`src/rtl/pipelined_magnitude_comparator.sv`:
```
`default_nettype none
// ============================================================================
// Module   : pipelined_magnitude_comparator
// Purpose  : Pipelined signed/unsigned magnitude comparator. Per-bit Gr/Eq
//            slices feed a pairwise merge tree with one register stage per
//            tree level. Operands enter and results leave through
//            valid/ready handshakes with full backpressure (global stall).
// Ports    : clk, rst_n              - clock, async active-low reset
//            in_valid/in_ready       - operand handshake
//            a, b [WIDTH]            - operands
//            is_signed               - 1: two's complement, 0: unsigned
//            in_tag [TAG_W]          - sideband returned with the result
//            out_valid/out_ready     - result handshake
//            gt, eq, lt              - one-hot compare flags
//            out_tag [TAG_W]         - tag belonging to the result
// Latency  : LVL+1 register stages, LVL = log2(WIDTH); 1 pair per cycle.
// Revision : 1.0 - initial release
// ============================================================================
module pipelined_magnitude_comparator #(
    parameter int WIDTH = 4,
    parameter int TAG_W = 4
) (
    input  logic             clk,
    input  logic             rst_n,
    input  logic             in_valid,
    output logic             in_ready,
    input  logic [WIDTH-1:0] a,
    input  logic [WIDTH-1:0] b,
    input  logic             is_signed,
    input  logic [TAG_W-1:0] in_tag,
    output logic             out_valid,
    input  logic             out_ready,
    output logic             gt,
    output logic             eq,
    output logic             lt,
    output logic [TAG_W-1:0] out_tag
);

    localparam int LVL  = $clog2(WIDTH);
    // All tree levels are packed into one flat vector: level k starts at
    // bit 2*WIDTH - 2*(WIDTH>>k) and holds WIDTH>>k Gr/Eq pairs.
    localparam int FLAT = 2 * WIDTH - 1;

    generate
        if (WIDTH < 2 || (WIDTH & (WIDTH - 1)) != 0) begin : g_badWidth
            $error("pipelined_magnitude_comparator: WIDTH must be a power of two >= 2");
        end
    endgenerate

    logic                       w_advance;
    logic [WIDTH-1:0]           w_aMap;
    logic [WIDTH-1:0]           w_bMap;
    logic [FLAT-1:0]            r_gr;
    logic [FLAT-1:0]            r_eq;
    logic [FLAT-1:0]            w_grNext;
    logic [FLAT-1:0]            w_eqNext;
    logic [LVL:0]               r_vld;
    logic [LVL:0]               w_vldNext;
    logic [LVL:0][TAG_W-1:0]    r_tag;
    logic [LVL:0][TAG_W-1:0]    w_tagNext;
    logic                       r_lt;

    // Whole pipeline moves together whenever the output slot is free or
    // being emptied this cycle.
    assign w_advance = ~out_valid | out_ready;
    assign in_ready  = w_advance;

    // Flipping both MSBs maps two's complement onto offset binary, so the
    // unsigned slice tree then yields the signed ordering.
    assign w_aMap = {a[WIDTH-1] ^ is_signed, a[WIDTH-2:0]};
    assign w_bMap = {b[WIDTH-1] ^ is_signed, b[WIDTH-2:0]};

    assign w_grNext[WIDTH-1:0] = w_aMap & ~w_bMap;
    assign w_eqNext[WIDTH-1:0] = ~(w_aMap ^ w_bMap);

    genvar k, j;
    generate
        for (k = 1; k <= LVL; k++) begin : g_level
            localparam int SRC = 2 * WIDTH - 2 * (WIDTH >> (k - 1));
            localparam int DST = 2 * WIDTH - 2 * (WIDTH >> k);
            for (j = 0; j < (WIDTH >> k); j++) begin : g_pair
                // Upper (higher-index) slice decides unless it is equal.
                assign w_eqNext[DST+j] = r_eq[SRC+2*j+1] & r_eq[SRC+2*j];
                assign w_grNext[DST+j] = r_gr[SRC+2*j+1]
                                       | (r_eq[SRC+2*j+1] & r_gr[SRC+2*j]);
            end
        end
    endgenerate

    assign w_vldNext = {r_vld[LVL-1:0], in_valid & in_ready};
    assign w_tagNext = {r_tag[LVL-1:0], in_tag};

    always_ff @(posedge clk or negedge rst_n) begin
        if (!rst_n) begin
            r_vld <= '0;
            r_gr  <= '0;
            r_eq  <= '0;
            r_tag <= '0;
            r_lt  <= 1'b0;
        end else if (w_advance) begin
            r_vld <= w_vldNext;
            r_gr  <= w_grNext;
            r_eq  <= w_eqNext;
            r_tag <= w_tagNext;
            // lt is formed from the last merge so it is registered with gt/eq.
            r_lt  <= ~w_grNext[FLAT-1] & ~w_eqNext[FLAT-1];
        end
    end

    assign out_valid = r_vld[LVL];
    assign gt        = r_gr[FLAT-1];
    assign eq        = r_eq[FLAT-1];
    assign lt        = r_lt;
    assign out_tag   = r_tag[LVL];

endmodule
`default_nettype wire
```
`config.mk`:
```
export PLATFORM = sky130hd
export DESIGN_NAME = pipelined_magnitude_comparator
export DESIGN_NICKNAME = d
export VERILOG_FILES = /design/src/rtl/pipelined_magnitude_comparator.sv
export SDC_FILE = /design/constraint.sdc
export NUM_CORES = 1
export LEC_CHECK = 0
export BUFFER_PORTS_ARGS = -buffer_cell sky130_fd_sc_hd__buf_2
export CAP_MARGIN = 5
export CELL_PAD_IN_SITES_DETAIL_PLACEMENT = 2
export CELL_PAD_IN_SITES_GLOBAL_PLACEMENT = 2
export CORE_ASPECT_RATIO = 0.7
export CORE_UTILIZATION = 39
export DETAILED_ROUTE_END_ITERATION = 16
export PLACE_DENSITY = 0.89
export SETUP_SLACK_MARGIN = 0.05
export SLEW_MARGIN = 20
export SYNTH_ARGS = -nofsm -noshare
export SYNTH_HDL_FRONTEND = slang
export SYNTH_SLANG_ARGS = --single-unit
```
`constraint.sdc`:
```
create_clock -name clk -period 3.7 [get_ports clk]
set_input_delay 0.185 -clock clk [delete_from_list [all_inputs] [get_ports clk]]
set_output_delay 0.185 -clock clk [all_outputs]
set_load 0.01 [all_outputs]
```
---- After elaboration in Yosys (flattened, before gate mapping) ----
Index checks and enable logic that the tools add are counted.
storage, ports and cells
  register bits after elaboration ......... 30
  input bits .............................. 17
  output and inout bits ................... 9
  logic and storage cells ................. 28
cells by class
  bitwise operators ....................... 21
operators by type and width
  kind           number
  $and A1 B1 Y1  8
  $not A4 Y4     2
  $and A4 B4 Y4  1
  $or A1 B1 Y1   4
  $xor A4 B4 Y4  1
  $not A1 Y1     3
  $xor A1 B1 Y1  2

---- Depth between registers and ports, before layout ----
  depth after elaboration ................. 4
  mapped depth ............................ 5
  gate-level depth less buffers ........... 3

---- Least setup slack after synthesis ----
OpenSTA, ideal clock, no wires.
  path type ............................... register to register
  start ................................... reg r_vld[2]
  end ..................................... reg r_tag (netlist bit out_tag[0])
  setup time .............................. 0.125 ns
  data arrival time ....................... 1.307 ns
  data required time ...................... 3.575 ns
  slack ................................... 2.268 ns
  stages on the path, launching flop included .. 6
  buffers on the path ..................... 2
  period minus slack after synthesis ...... 1.432 ns
  cell sequence ........................... dfrtp_1 buf_4 and2b_4 inv_4 buf_6 mux2_4
on the way
  longest elaborated chain between the ends .. 2
RTL lines
  item                      RTL line  RTL
  start: declaration        57        logic [LVL:0] r_vld;
  start signal: assignment  101       r_vld <= w_vldNext;
  $not A1 Y1                65        assign w_advance = ~out_valid | out_ready;
  $or A1 B1 Y1              65
  named net in_ready        26        output logic in_ready,
  end signal: assignment    104       r_tag <= w_tagNext;
  end: declaration          59        logic [LVL:0][TAG_W-1:0] r_tag;
The timed path passes the listed nets, and every way through them passes these cells.
A chain may end at the register's enable or synchronous reset.

---- Final worst setup path ----
  start ................................... reg r_vld[2]
  end ..................................... out in_ready
on the way
  longest elaborated chain between the ends .. 2
RTL lines
  item              RTL line
  $not A1 Y1        65
  $or A1 B1 Y1      65
  end: declaration  26
Every way passes these cells.

==> report_table.html <==
<table>
<tr><th>Metric</th><th>Value</th></tr>
<tr><th colspan="2">GRT</th></tr>
<tr><td>Initial antenna violation count</td><td>0</td></tr>
<tr><td>Number of global-route vias before repair</td><td>892</td></tr>
<tr><td>Total global routing track utilization</td><td>17.5%</td></tr>
<tr><td>Maximum number of pins on one net before global-route repair</td><td>31</td></tr>
<tr><td>First-pass GRT wire length</td><td>4.50 mm</td></tr>
<tr><td>Overall overflow remaining after global route</td><td>0</td></tr>
<tr><th colspan="2">Clocking</th></tr>
<tr><td>Number of buffers on the longest clock path</td><td>2</td></tr>
<tr><td>Clock tree sinks</td><td>30</td></tr>
<tr><td>Root Driver</td><td>clkbuf_8</td></tr>
<tr><td>Clock tree from TritonCTS</td><td>done</td></tr>
<tr><td>Clk Latency, worst-skew pair</td><td>0.27 ns</td></tr>
<tr><td>Clock input transition at the sequential cells of the worst setup and hold paths</td><td>0.06 ns</td></tr>
<tr><td>Total setup buffers inserted after CTS</td><td>0</td></tr>
<tr><td>Total clock buffers created by CTS</td><td>5</td></tr>
<tr><td>CTS HTree Levels</td><td>2</td></tr>
<tr><td>Number of gates resized after CTS</td><td>0</td></tr>
<tr><th colspan="2">Final layout</th></tr>
<tr><td>Most common library cell in the layout ignoring fill and taps</td><td>dfrtp_1</td></tr>
<tr><td>Area of all sequential standard cells</td><td>751 sq um</td></tr>
<tr><td>Fraction of layout instances using a drive strength above 1</td><td>45.8%</td></tr>
<tr><td>Commonest cells after routing, fill and taps aside</td><td>dfrtp_1 (30), buf_2 (25), mux2_2 (14), mux2_4 (8), nand3b_1 (7)</td></tr>
<tr><td>Inserted Diodes</td><td>0</td></tr>
<tr><td>Final core area utilization</td><td>47.7%</td></tr>
<tr><td>Multi-input combinational cell area</td><td>485 sq um</td></tr>
<tr><td>Area growth, synth to finish</td><td>15.7%</td></tr>
<tr><td>NumNets Final</td><td>139</td></tr>
<tr><td>Number of fill cells in the layout</td><td>312</td></tr>
<tr><th colspan="2">Pwr</th></tr>
<tr><td>Internal power</td><td>0.000690 W</td></tr>
<tr><td>Fraction of power consumed by sequential logic</td><td>50.7%</td></tr>
<tr><td>Total chip power</td><td>0.000977 W</td></tr>
<tr><td>Leakage power total</td><td>0.724 nW</td></tr>
<tr><td>Total net switching power</td><td>0.000288 W</td></tr>
<tr><td>Share of total power in combinational logic</td><td>25.1%</td></tr>
<tr><td>Maximum ir drop on the vdd rail</td><td>0.343 mV</td></tr>
<tr><td>Switching Fraction</td><td>29.4%</td></tr>
<tr><td>Power per cell area</td><td>646 nW/um^2</td></tr>
<tr><td>Power share of the clock group</td><td>24.1%</td></tr>
<tr><th colspan="2">Synth</th></tr>
<tr><td>Sequential-to-total area share from yosys stat</td><td>57.4%</td></tr>
<tr><td>Cells taking the most area after synthesis</td><td>dfrtp_1 (57%), mux2_2 (12%), mux2_4 (9.2%), nand3b_1 (4.0%), ha_1 (3.8%)</td></tr>
<tr><td>Gate count after technology mapping</td><td>92</td></tr>
<tr><td>Number of warnings issued by yosys</td><td>0</td></tr>
<tr><td>Post-synthesis sequential element count</td><td>30</td></tr>
<tr><td>Proportion of synthesized area in mux cells</td><td>21.2%</td></tr>
<tr><td>Share of the synthesized netlist area taken by xor and xnor gates</td><td>1.34%</td></tr>
<tr><td>Fraction of the mapped netlist area in compound gates</td><td>4.59%</td></tr>
<tr><td>Cell variety after synth</td><td>19</td></tr>
<tr><td>Share of Yosys cell area claimed by the top area cell type</td><td>57.4%</td></tr>
<tr><td>Synthesized-area fraction occupied by and/or/nand/nor cells</td><td>6.12%</td></tr>
<tr><td>Arithmetic-cell share of the synthesized area counting full adders, half adders and majority gates</td><td>3.83%</td></tr>
<tr><td>Cell type with the highest aggregate area in the netlist</td><td>dfrtp_1</td></tr>
<tr><td>Mapped Avg Cell Area</td><td>14.2 sq um</td></tr>
<tr><td>Net Count, Synth</td><td>113</td></tr>
<tr><td>Combinational family with the most area after synthesis</td><td>multiplexers</td></tr>
<tr><td>Post-synthesis instance area</td><td>1310 sq um</td></tr>
<tr><th colspan="2">Timing</th></tr>
<tr><td>Final-report setup violation count</td><td>0</td></tr>
<tr><td>Setup total negative slack</td><td>0 ns</td></tr>
<tr><td>Final critical-path share of the clock period</td><td>44.6%</td></tr>
<tr><td>Tightest slew margin relative to the limit</td><td>56.0%</td></tr>
<tr><td>Final hold violation count</td><td>0</td></tr>
<tr><td>Max-slew violation total from the final report</td><td>0</td></tr>
<tr><td>Highest clock frequency the design can meet</td><td>606 MHz</td></tr>
<tr><td>RSZ-0062 raised after global routing</td><td>no</td></tr>
<tr><td>Final min period</td><td>1.65 ns</td></tr>
<tr><td>Worst-margin pin slew</td><td>0.659 ns</td></tr>
<tr><td>Setup Skew</td><td>0.00252 ns</td></tr>
<tr><th colspan="2">Die</th></tr>
<tr><td>Overall die width</td><td>71.2 um</td></tr>
<tr><td>Placement row count</td><td>17</td></tr>
<tr><td>Initial standard-cell utilization of the core</td><td>41.3%</td></tr>
<tr><td>Area of the placeable core</td><td>3170 sq um</td></tr>
<tr><td>Count of boundary I/O pins</td><td>26</td></tr>
<tr><td>Vertical extent of the die</td><td>50.4 um</td></tr>
<tr><td>Die area</td><td>3590 sq um</td></tr>
<tr><th colspan="2">Detailed routing</th></tr>
<tr><td>Sum of met3 wire segment lengths after detailed routing</td><td>104 um</td></tr>
<tr><td>Average wire per standard cell</td><td>17.0 um</td></tr>
<tr><td>Number of vias after detailed routing</td><td>785</td></tr>
<tr><td>Routed vias/inst</td><td>5.03</td></tr>
<tr><td>Total DRC errors in the routed layout</td><td>2</td></tr>
<tr><td>Post-Route WL</td><td>2.66 mm</td></tr>
<tr><td>Post-route ant nets</td><td>0</td></tr>
<tr><td>Met1 Wirelength</td><td>1.22 mm</td></tr>
<tr><td>Met2 wirelength from detailed routing</td><td>1.34 mm</td></tr>
<tr><td>Initial DRC Count</td><td>60</td></tr>
<tr><td>Top layer in use</td><td>met3</td></tr>
<tr><td>First drt pass iteration count</td><td>9</td></tr>
<tr><th colspan="2">Placement</th></tr>
<tr><td>DP HPWL</td><td>1.99 mm</td></tr>
<tr><td>Gp weighted congestion</td><td>0.718</td></tr>
<tr><td>Number of buffers added on ports</td><td>25</td></tr>
<tr><th colspan="2">Flow run</th></tr>
<tr><td>Maximum Capacitance Violations</td><td>0</td></tr>
<tr><th colspan="2">Critical path</th></tr>
<tr><td>Data required, critical path</td><td>3.51 ns</td></tr>
<tr><td>Critical Path End Type</td><td>output port</td></tr>
<tr><td>Crit-path max FO</td><td>19</td></tr>
<tr><td>Critical Path Start Type</td><td>flip-flop</td></tr>
<tr><td>CP arrival</td><td>1.47 ns</td></tr>
<tr><td>Category of the most critical setup path</td><td>flip-flop to output port</td></tr>
<tr><th colspan="2">Hold path</th></tr>
<tr><td>Min-delay worst type</td><td>primary input to flip-flop</td></tr>
<tr><th colspan="2">Status</th></tr>
<tr><td>Outcome</td><td>complete, but fails checks</td></tr>
<tr><td>Failing checks</td><td>design-rule violations</td></tr>
</table>
-- repair_timing --
| action | in CTS | in global routing |
|---|---|---|
| hold endpoints to repair | 30 | 0 |
| setup endpoints to repair | 0 | 0 |
| hold buffers | 1 | 0 |
-- flip-flops by register name, summed over array words and instances, names as in the netlist --
| name | count |
|---|---|
| r_vld | 3 |
| out_tag | 4 |
| lt | 1 |
| r_eq | 7 |
| r_gr | 7 |
| r_tag | 8 |
-- final cells by class --
cell class / count / area share [%]
Multi-Input combinational cell: 51 / 32.1
Sequential cell: 30 / 49.6
Tap cell: 38 / 3.14
Clock buffer: 7 / 5.05
Inverter: 4 / 1.16
Timing Repair Buffer: 26 / 8.93
-- power groups by stage --
stage               Sequential, W  Combinational (W)  Clock (W)
global route             0.000509           0.000270   0.000259
CTS                      0.000498           0.000252   0.000246
floorplan                0.000480           0.000200          0
finish                   0.000496           0.000245   0.000236
global placement         0.000489           0.000233          0
detailed placement       0.000502           0.000250          0
-- routing by layer --
metal	track usage (%)	vias to the layer above
li1	-	367
met1	22.1	400
met3	4.22	0
met4	5.00	0
met2	30.0	18
met5	0	-
-- synthesized netlist by cell type --
library cell	instances
nand2_1	3
a21oi_1	3
xnor2_1	1
o21ai_0	6
mux2_4	8
buf_2	1
o21a_1	1
o31ai_1	1
dfrtp_1	30
nand2b_1	1
and2b_4	1
nand3b_1	7
inv_4	1
buf_6	1
mux2_2	14
xor2_1	1
buf_4	5
inv_1	3
ha_1	4
-- worst paths after layout --
check / to / cells after the start / slack (ns) / startpoint
worst max register to register: r_tag[1] / 3 / 2.20 / r_vld[2]
worst max-delay path: in_ready / 3 / 2.05 / r_vld[2]
worst min-delay path: r_tag[0] / 2 / 0.15 / in_tag[0]
max in group asynchronous: r_eq[6] / 2 / 2.78 / rst_n
worst min register to register: r_vld[2] / 1 / 0.48 / r_vld[1]
min in group asynchronous: r_eq[3] / 2 / 0.49 / rst_n
-- stage by stage --
step | std cells | hold WS, ns | worst slack [ns] | instance area, sq um
after floorplan | 92 | -0.111 | 2.27 | 1310
after global placement | 148 | 0.245 | 2.27 | 1430
after detailed placement | 148 | 0.260 | 2.20 | 1430
after CTS | 156 | 0.139 | 2.04 | 1510
after global routing | 156 | 0.139 | 1.97 | 1510
final | 156 | 0.146 | 2.05 | 1510
-- kinds of logic (layout without fill, tap and decap cells) --
family | after synthesis | in the layout
DFF | 30 | 30
muxes | 22 | 22
and+or+nand+nor | 12 | 12
AOI/OAI and AO/OA | 11 | 11
buffers and inverters | 11 | 37
adders and majority gates | 4 | 4
xor gates and xnor gates | 2 | 2
-- worst max-delay path: stages, from the launching register on --
cell,delay [ns]
dfrtp_1,0.47
and2b_4,0.28
inv_4,0.25
buf_2,0.20
Note: power is estimated with default switching activity, not from simulation.
